File: src/rtl/trace_emitter.sv
// trace_emitter: classifies retiring instructions into trace records and
// queues them in a 4-entry FIFO with a valid/ready consumer interface.
// Optional feature macro: TRACE_CYCLE_STAMP_EN adds a per-record cycle stamp
// (rec_cycle) taken from a free-running counter at capture time.
module trace_emitter (
  input  logic        clk,
  input  logic        rst,
  input  logic        retire_valid,
  input  logic [15:0] retire_pc,
  input  logic        reg_write,
  input  logic [3:0]  wr_reg,
  input  logic [15:0] wr_data,
  input  logic        mem_read,
  input  logic        mem_write,
  input  logic [15:0] mem_addr,
  input  logic [15:0] mem_data,
  input  logic        halt,
  input  logic        rec_ready,
  output logic        rec_valid,
  output logic [2:0]  rec_kind,
  output logic [31:0] rec_inum,
  output logic [15:0] rec_pc,
  output logic [3:0]  rec_reg,
  output logic [15:0] rec_value,
  output logic [15:0] rec_addr,
`ifdef TRACE_CYCLE_STAMP_EN
  output logic [31:0] rec_cycle,
`endif
  output logic        stall,
  output logic        overflow,
  output logic        done
);
  localparam logic [1:0] RUN   = 2'd0;
  localparam logic [1:0] DRAIN = 2'd1;
  localparam logic [1:0] DONE  = 2'd2;

  localparam logic [2:0] K_ALU   = 3'd0;
  localparam logic [2:0] K_LOAD  = 3'd1;
  localparam logic [2:0] K_STORE = 3'd2;
  localparam logic [2:0] K_OTHER = 3'd3;
  localparam logic [2:0] K_HALT  = 3'd4;

  typedef struct packed {
    logic [2:0]  kind;
    logic [31:0] inum;
    logic [15:0] pc;
    logic [3:0]  rreg;
    logic [15:0] value;
    logic [15:0] addr;
`ifdef TRACE_CYCLE_STAMP_EN
    logic [31:0] cycle;
`endif
  } rec_t;

  logic [1:0]      state_q, state_d;
  logic [1:0]      wr_ptr_q, wr_ptr_d, rd_ptr_q, rd_ptr_d;
  logic [2:0]      cnt_q, cnt_d;
  logic [31:0]     inum_q, inum_d;
  logic            ovf_q, ovf_d;
  rec_t [3:0]      mem_q, mem_d;
`ifdef TRACE_CYCLE_STAMP_EN
  logic [31:0]     cyc_q, cyc_d;
`endif

  rec_t new_rec, head;
  logic cap, push, pop, full;

  assign head = mem_q[rd_ptr_q];

  // Build the incoming record, decide push/pop/drop and advance the FSM.
  always_comb begin
    new_rec      = '0;
    new_rec.inum = inum_q;
    new_rec.pc   = retire_pc;
`ifdef TRACE_CYCLE_STAMP_EN
    new_rec.cycle = cyc_q;
`endif
    if (reg_write && mem_read) begin
      new_rec.kind  = K_LOAD;
      new_rec.rreg  = wr_reg;
      new_rec.value = wr_data;
      new_rec.addr  = mem_addr;
    end else if (reg_write) begin
      new_rec.kind  = K_ALU;
      new_rec.rreg  = wr_reg;
      new_rec.value = wr_data;
    end else if (halt) begin
      new_rec.kind  = K_HALT;
    end else if (mem_write) begin
      new_rec.kind  = K_STORE;
      new_rec.value = mem_data;
      new_rec.addr  = mem_addr;
    end else begin
      new_rec.kind  = K_OTHER;
    end

    full = (cnt_q == 3'd4);
    pop  = (cnt_q != 3'd0) && rec_ready;
    cap  = retire_valid && (state_q == RUN);
    // A full FIFO still takes a record when the head leaves on the same edge.
    push = cap && (!full || pop);

    state_d  = state_q;
    wr_ptr_d = wr_ptr_q;
    rd_ptr_d = rd_ptr_q;
    inum_d   = inum_q;
    ovf_d    = ovf_q;
    mem_d    = mem_q;
`ifdef TRACE_CYCLE_STAMP_EN
    cyc_d    = cyc_q + 32'd1;
`endif

    if (push) begin
      mem_d[wr_ptr_q] = new_rec;
      wr_ptr_d        = wr_ptr_q + 2'd1;
      inum_d          = inum_q + 32'd1;
    end
    if (cap && !push) ovf_d = 1'b1;
    if (pop) rd_ptr_d = rd_ptr_q + 2'd1;
    cnt_d = cnt_q + {2'b00, push} - {2'b00, pop};

    case (state_q)
      RUN:     if (push && new_rec.kind == K_HALT) state_d = DRAIN;
      DRAIN:   if (pop && head.kind == K_HALT)     state_d = DONE;
      default: state_d = state_q;
    endcase
  end

  // Control state: synchronous active-low reset clears queue and counters.
  always_ff @(posedge clk) begin
    if (!rst) begin
      state_q  <= RUN;
      wr_ptr_q <= 2'd0;
      rd_ptr_q <= 2'd0;
      cnt_q    <= 3'd0;
      inum_q   <= 32'd0;
      ovf_q    <= 1'b0;
`ifdef TRACE_CYCLE_STAMP_EN
      cyc_q    <= 32'd0;
`endif
    end else begin
      state_q  <= state_d;
      wr_ptr_q <= wr_ptr_d;
      rd_ptr_q <= rd_ptr_d;
      cnt_q    <= cnt_d;
      inum_q   <= inum_d;
      ovf_q    <= ovf_d;
`ifdef TRACE_CYCLE_STAMP_EN
      cyc_q    <= cyc_d;
`endif
    end
  end

  // Record storage carries no reset; outputs are masked while empty.
  always_ff @(posedge clk) begin
    mem_q <= mem_d;
  end

  assign rec_valid = (cnt_q != 3'd0);
  assign rec_kind  = rec_valid ? head.kind  : 3'd0;
  assign rec_inum  = rec_valid ? head.inum  : 32'd0;
  assign rec_pc    = rec_valid ? head.pc    : 16'd0;
  assign rec_reg   = rec_valid ? head.rreg  : 4'd0;
  assign rec_value = rec_valid ? head.value : 16'd0;
  assign rec_addr  = rec_valid ? head.addr  : 16'd0;
`ifdef TRACE_CYCLE_STAMP_EN
  assign rec_cycle = rec_valid ? head.cycle : 32'd0;
`endif
  assign stall     = (cnt_q == 3'd4);
  assign overflow  = ovf_q;
  assign done      = (state_q == DONE);
endmodule

File: config.mk
export PLATFORM = sky130hd
export DESIGN_NAME = trace_emitter
export DESIGN_NICKNAME = d
export VERILOG_FILES = /design/src/rtl/trace_emitter.sv
export SDC_FILE = /design/constraint.sdc
export NUM_CORES = 1
export LEC_CHECK = 0
export ABC_AREA = 1
export CAP_MARGIN = 40
export CORE_ASPECT_RATIO = 0.7
export CORE_UTILIZATION = 60
export CTS_CLUSTER_SIZE = 14
export DETAILED_ROUTE_END_ITERATION = 7
export PLACE_DENSITY_LB_ADDON = 0.08
export SKIP_CTS_REPAIR_TIMING = 1
export SYNTH_ARGS = -nofsm -noshare
export SYNTH_HDL_FRONTEND = slang
export SYNTH_SLANG_ARGS = --single-unit
File: constraint.sdc
create_clock -name clk -period 10.49 [get_ports clk]
set_input_delay 2.098 -clock clk [delete_from_list [all_inputs] [get_ports clk]]
set_output_delay 2.098 -clock clk [all_outputs]
set_load 0.005 [all_outputs]
==> metrics.cfg <==
[status]
status = finished clean

[critical_path]
end_kind = primary output
path_class = flip-flop to primary output
worstPathMaxFanout = 68
crit_start = rd_ptr_q[0]
cp.required_ns = 8.39
reg2reg_from = state_q[1]
crit_arrival_ns = 3.63
cp-start-kind = flip-flop

[sta]
rsz0062_at_grt = no
maxSlewViolCount = 0
max_freq_mhz = 175
fin_crit_ns = 5.73
whs_ns = 0.535
tns_ns = 0
worst_slew_pin_slew_ns = 0.816
finalClockSkew_ns = 0.0147
finalSetupViolCount = 0
hold_viol = 0
finalCritPeriodShare_pct = 54.6
max_slew_margin_pct = 45.5

[layout]
area_growth_pct = 19.8
drive_gt1_share_pct = 5.85
nets = 1701
num-fill-cells = 1761
seqCellArea_sq_mm = 0.0113
final_cell_area_sq_mm = 0.0193
multi_input_area_sq_mm = 0.00429

[routing]
drt-initial-drc-count = 1105
ant_nets = 0
drcViolationCount = 0
dr.pass1.iters = 5
vias = 11273
via_per_inst = 5.64
wirelength_um = 37500
route.detailed.wl_per_inst_um = 18.7

[logic_synthesis]
synth_top_family_by_area = simple AND/OR/NAND/NOR gates
synthAdderAreaFrac_pct = 0.666
yosysSeqAreaShare_pct = 69.9
synth_area_per_cell_sq_um = 11.0
synth-simple-area-share_pct = 14.6
yosysWarnings = 0
ys_ff_latch = 390
synth_compound_area_share_pct = 10.8
syn_inst = 1472
synth_xor_area_share_pct = 0.217
synth.area.mux_share_pct = 0
synthDistinctLibCells = 38
synth_area_sq_mm = 0.0161
syn_nets = 1556

[floorplan]
die_w_um = 198
initial_core_util_pct = 62.0
rows = 49
coreArea_sq_mm = 0.0261
ios = 167
die_h_um = 139
die_area_sq_mm = 0.0276

[cts]
cts_tree = done
htree_levels = 2
clk_pin_slew_ns = 0.06
clk_latency_ns = 0.51
ctsRootBufferMaster = clkbuf_16
clockBufferDepth = 3
cts_buffers = 37
cts_sinks = 390

[pwr]
power_density_mw_per_mm2 = 225
p_total_w = 0.00436
ir_drop_mv = 0.237
leakage_nw = 6.61

[global_route]
grt_pass1_wl_um = 58500
track_usage_pct = 27.6
antenna_found_initial = 0
grt_max_degree = 79
grt_pass1_vias = 10842
overflow = 0

[placed_design]
dp_hpwl_um = 22500
gp_congestion = 0.838
place_area_sq_mm = 0.0182
io_buffers = 166

[run]
cap_violations = 0

[hold_path]
hp-start = overflow
hp-class = flip-flop to flip-flop

synthesized netlist by cell type:
library cell	instances	area share, %
nand3_2	1	0.062
nor2_1	437	10
buf_2	38	1.2
clkbuf_1	30	0.70
nor3_2	1	0.062
a21oi_1	109	3.4
a32o_1	16	0.99
nor2_2	4	0.15
nor2_4	2	0.14
nand2_2	7	0.27
o211ai_1	1	0.047
nand4_1	3	0.12
buf_1	9	0.21
nand3_1	15	0.46
clkinv_1	1	0.023
o21ai_1	9	0.28
inv_1	65	1.5
ha_1	7	0.54
inv_2	2	0.047
o21bai_2	1	0.070
o21bai_1	2	0.093
o21ai_2	2	0.11
o211ai_2	1	0.077
fa_1	1	0.12
nor3b_1	2	0.093
edfxtp_1	348	65
o31ai_1	1	0.047
buf_4	2	0.093
nor3_1	3	0.093
nand3b_2	1	0.070
o21a_1	3	0.14
a21oi_2	1	0.054
dfxtp_1	42	5.2
o21ai_0	174	5.4
xnor2_1	4	0.22
a31oi_1	4	0.15
nor3b_2	1	0.077
nand2_1	122	2.8
metrics by stage:
| step | utilization, % | cells | worst slack [ns] |
|---|---|---|---|
| 2_1_floorplan | - | 1472 | 3.69 |
| 5_1_grt | 74.2 | 1999 | 4.54 |
| 3_5_place_dp | 69.9 | 1935 | 5.23 |
| 3_3_place_gp | 69.2 | 1928 | 4.97 |
| 4_1_cts | 74.2 | 1999 | 4.72 |
| 6_report | 74.2 | 2000 | 4.76 |
where the power goes:
part | switching [W] | internal, W
clock network | 0.000536 | 0.000713
logic | 0.000673 | 0.000567
registers | 0.0000547 | 0.00181
placed cells by master (no fill, tap or decap), drive strengths merged:
| cell type | Yosys | final |
|---|---|---|
| nor2 | 443 | 443 |
| edfxtp | 348 | 348 |
| o21ai | 185 | 185 |
| clkdlybuf4s50 | 0 | 166 |
| nand2 | 129 | 129 |
| a21oi | 110 | 110 |
| inv | 67 | 67 |
| clkbuf | 30 | 54 |
| dfxtp | 42 | 42 |
| buf | 49 | 19 |
| a32o | 16 | 16 |
| nand3 | 16 | 16 |
| clkinv | 1 | 10 |
| ha | 7 | 7 |
| xnor2 | 4 | 4 |
| a31oi | 4 | 4 |
| nor3 | 4 | 4 |
| nand4 | 3 | 3 |
| o21a | 3 | 3 |
| o21bai | 3 | 3 |
| nor3b | 3 | 3 |
| o211ai | 2 | 2 |
| diode | 0 | 1 |
| o31ai | 1 | 1 |
| nand3b | 1 | 1 |
| fa | 1 | 1 |
| bufinv | 0 | 1 |
critical path: stages, from the launching register on:
cell	delay [ns]
dfxtp_4	0.50
buf_12	0.26
inv_4	0.36
buf_4	0.60
buf_16	0.32
o21ai_0	0.16
a21oi_1	0.28
clkdlybuf4s50_1	0.56
path summary, 6_finish.rpt:
check          endpoint  slack (ns)  depth (start not counted)
max          rec_pc[13]        4.76                          7
min            overflow        0.53                          2
max reg2reg  mem_q[190]        7.34                          5
min reg2reg    overflow        0.53                          2
flip-flops by register name (all words and copies together), names as in the netlist:
register	count
inum_q	32
overflow	1
cnt_q	3
state_q	2
wr_ptr_q	2
mem_q	348
rd_ptr_q	2
area by class of cell:
cell class                 instances  area share [%]
multi-input combinational        935            22.2
clock inverter                    10           0.421
timing repair buffer             185            9.95
tap                              357            2.31
inverter                          68            1.33
clock buffer                      54            5.38
antenna                            1          0.0129
sequential                       390            58.4
layer usage:
layer / GRT usage, % / vias to the layer above / part of all wire (%)
met5: 0 / - / 0
met4: 6.00 / 0 / 1.3
met3: 4.85 / 44 / 7.9
met2: 42.7 / 450 / 46
met1: 41.3 / 5413 / 44
li1: - / 5366 / -
cell families (layout without fill, tap and decap cells):
logic type,after synthesis,in the layout
adders and majority gates,8,8
AOI/OAI and AO/OA,324,324
xor gates and xnor gates,4,4
and+or+nand+nor,599,599
other,0,1
buffers and inverters,147,317
DFF,390,390
(Power assumes the default switching activity.)
==> RTL change: new RTL, same settings <==
Reset style: asynchronous (`rst`), changed in one clocked block. Comments in the files are not updated.
--- a/src/rtl/trace_emitter.sv
+++ b/src/rtl/trace_emitter.sv
@@ -127,7 +127,7 @@
   end
 
   // Control state: synchronous active-low reset clears queue and counters.
-  always_ff @(posedge clk) begin
+  always_ff @(posedge clk or negedge rst) begin
     if (!rst) begin
       state_q  <= RUN;
       wr_ptr_q <= 2'd0;
Formal check against the unedited RTL: differs if rst is asserted again (counterexample within 4 cycles, from zero or initial values and one cycle with rst low); with rst held inactive, the same outputs for 4 cycles.
==> RTL change against the unedited design <==
Total power rose by 7.7%. Sequential share of layout area rose by 0.67 points. Utilization shrank 1.3 points. Setup slack got worse by 85 ps. Critical path type unchanged. Fmax decreased by 1.5%. Register-to-register slack better by 50 ps. Routed wire length decreased by 1.4%. Synthesized area grew 0.77%. Global-route usage down 0.62 points. Cell count up 0.65%. Sequential power shrank 4%. Sequential cell count stayed put. Cell area is 0.70% higher.
==> RTL change: results (changes against the unedited design) <==
- Status: completed
- Warnings from Yosys: 0 (unchanged)
- Worst min-delay path category: reg -> reg
- Routed len/inst: 18.4 um (-2.1%)
- Worst Hold End: overflow$_DFFE_PN0P_
- TNS Setup: 0 ps (unchanged)
- EDFF count, synth: 348 (unchanged)
- Clock transition at path regs: 60 ps (about the same)
- Layout cells sized above 1: 5.09% (-0.75 points)
- Vias in the first global route: 10500 (-3.0%)
- CP top delay family: buffers and inverters
- Worst Hold Depth: 1 (-1)
- H-tree levels: 2 (unchanged)
- R2R Setup Slk: 7390 ps (+50 ps)
- Antenna Diode Count: 0 (-1)
- Clock skew: 13.4 ps (-1.29 ps)
- Num CTS Buffers: 37 (unchanged)
- DRT iter0 DRCs: 1158 (+4.8%)
- Largest net degree at the start of global routing: 95 (+20%)
- Vias per cell: 5.55 (-1.6%)
- Leak: 6.86 nW (+3.8%)
- Setup violation total in the final timing report: 0 (unchanged)
- Largest cells by area after synthesis: edfxtp_1 64%, nor2_1 9.7%, dfrtp_1 6.5%, o21ai_0 5.5%, nand2_1 4.1%
- Max transition margin: 41.4% (-4.1 points)
- Sequential area share after synthesis: 70.7% (+0.76 points)
- Worst flop-to-flop path endpoint: mem_q[74]$_DFFE_PP_
- Slowest stage cell, crit path: dfrtp_4
- Worst EP arrival: 3720 ps (+90 ps)
- Post-synth ARST share: 10.8% (+11 points)
- Largest regs: mem_q (348), inum_q (32), cnt_q (3)
- Cells on worst reg2reg path: 4 (-1)
- Max FO, Critical Path: 94 (+38%)
- Router iterations before antenna repair: 5 (unchanged)
- Final layout net count: 1704 (+0.18%)
- # port buffers: 166 (unchanged)
- Initial antenna violation count: 0 (unchanged)
- Overall routing resource usage: 27.0% (-0.62 points)
- Gpl congestion: 0.860 (+2.6%)
- Post-synth top cells: 419 x nor2_1, 348 x edfxtp_1, 180 x o21ai_0, 177 x nand2_1, 88 x a21oi_1
- Clock tree buffer depth: 3 (unchanged)
- Worst vdd ir: 228 uV (-3.8%)
- Main synth FF type: edfxtp_1
- R2r startpoint: state_q[1]$_DFFE_PN0P_
- Clk_lat worst skew: 520 ps
- First-pass GRT wire length: 57300 um (-2.1%)
- Cell variety after synth: 33 (-13%)
- Worst path max stage delay: 780 ps (+180 ps)
- Placed wire-length estimate: 22100 um (-1.7%)
- Root buffer cell: clkbuf_16
- Synthesized Nets: 1556 (unchanged)
- DP Worst Slack: 5190 ps (-32.8 ps)
- Hold Startpoint: overflow$_DFFE_PN0P_
## RTL change: cell count changes after synthesis, moves of 5 or more
cell	unedited run	this run
a32o_1	16	0
nand2_1	122	177
nand2_2	7	1
nor2_1	437	419
xor2_1	0	14
o21ai_0	174	180
dfxtp_1	42	0
buf_1	9	4
dfrtp_1	0	42
a21oi_1	109	88
## RTL change: power by group
part           internal, mW  leakage, nW  total [mW]  switching [mW]
Clock                 0.723        0.551        1.26           0.540
Combinational         0.787         2.63        1.63           0.845
Sequential             1.70         3.69        1.80          0.0945
Total                  3.21         6.86        4.69            1.48
## RTL change: cell families (layout without fill, tap and decap cells)
kind of cell	after synthesis	in the layout	share of synthesized area, %
xor+xnor	21	21	1.13
fa+ha+maj	8	8	0.661
compound gates	281	281	8.80
simple gates	630	630	15.1
buf+inv	142	319	3.62
flops	390	390	70.7
## RTL change: worst max path at each step
| stage | from | endpoint | slack [ps] | depth (start not counted) |
|---|---|---|---|---|
| 2_1_floorplan | retire_valid | mem_q[0]$_DFFE_PP_ | 3640 | 4 |
| 3_3_place_gp | rd_ptr_q[0]$_DFFE_PN0P_ | rec_kind[0] | 4940 | 7 |
| 3_5_place_dp | rd_ptr_q[0]$_DFFE_PN0P_ | rec_kind[2] | 5190 | 8 |
| 4_1_cts | rd_ptr_q[0]$_DFFE_PN0P_ | rec_kind[2] | 4640 | 8 |
| 5_1_grt | rd_ptr_q[0]$_DFFE_PN0P_ | rec_kind[2] | 4480 | 8 |
| 6_report | rd_ptr_q[0]$_DFFE_PN0P_ | rec_kind[2] | 4680 | 8 |
## RTL change: cell type report
cell class / instances / area (um2)
clock inverters: 8 / 40.0
well taps: 364 / 455
fillers: 1865 / 7240
clock buffers: 60 / 1110
multi-input cells: 940 / 4220
inverters: 67 / 254
repair buffers: 184 / 1890
flip-flops and latches: 390 / 11500
## RTL change: per-stage QoR
stage               area, um2  power (mW)  utilization (%)  hold WS [ps]  cells
finish                  19500        4.69             72.9           472   2013
global route            19500        4.93             72.9           499   2013
floorplan               16300        2.61                -           466   1472
detailed placement      18300        3.46             68.6           462   1945
CTS                     19500        4.72             72.9           474   2013
global placement        18200        3.41             68.1           457   1940
## RTL change: layer usage
layer  global-route usage (%)  vias up  part of all wire (%)
li1                         -     5311                     -
met1                     41.0     5378                    45
met2                     41.1      430                    45
met3                     4.14       49                   7.6
met4                     6.64        0                   1.5
met5                        0        -                     0
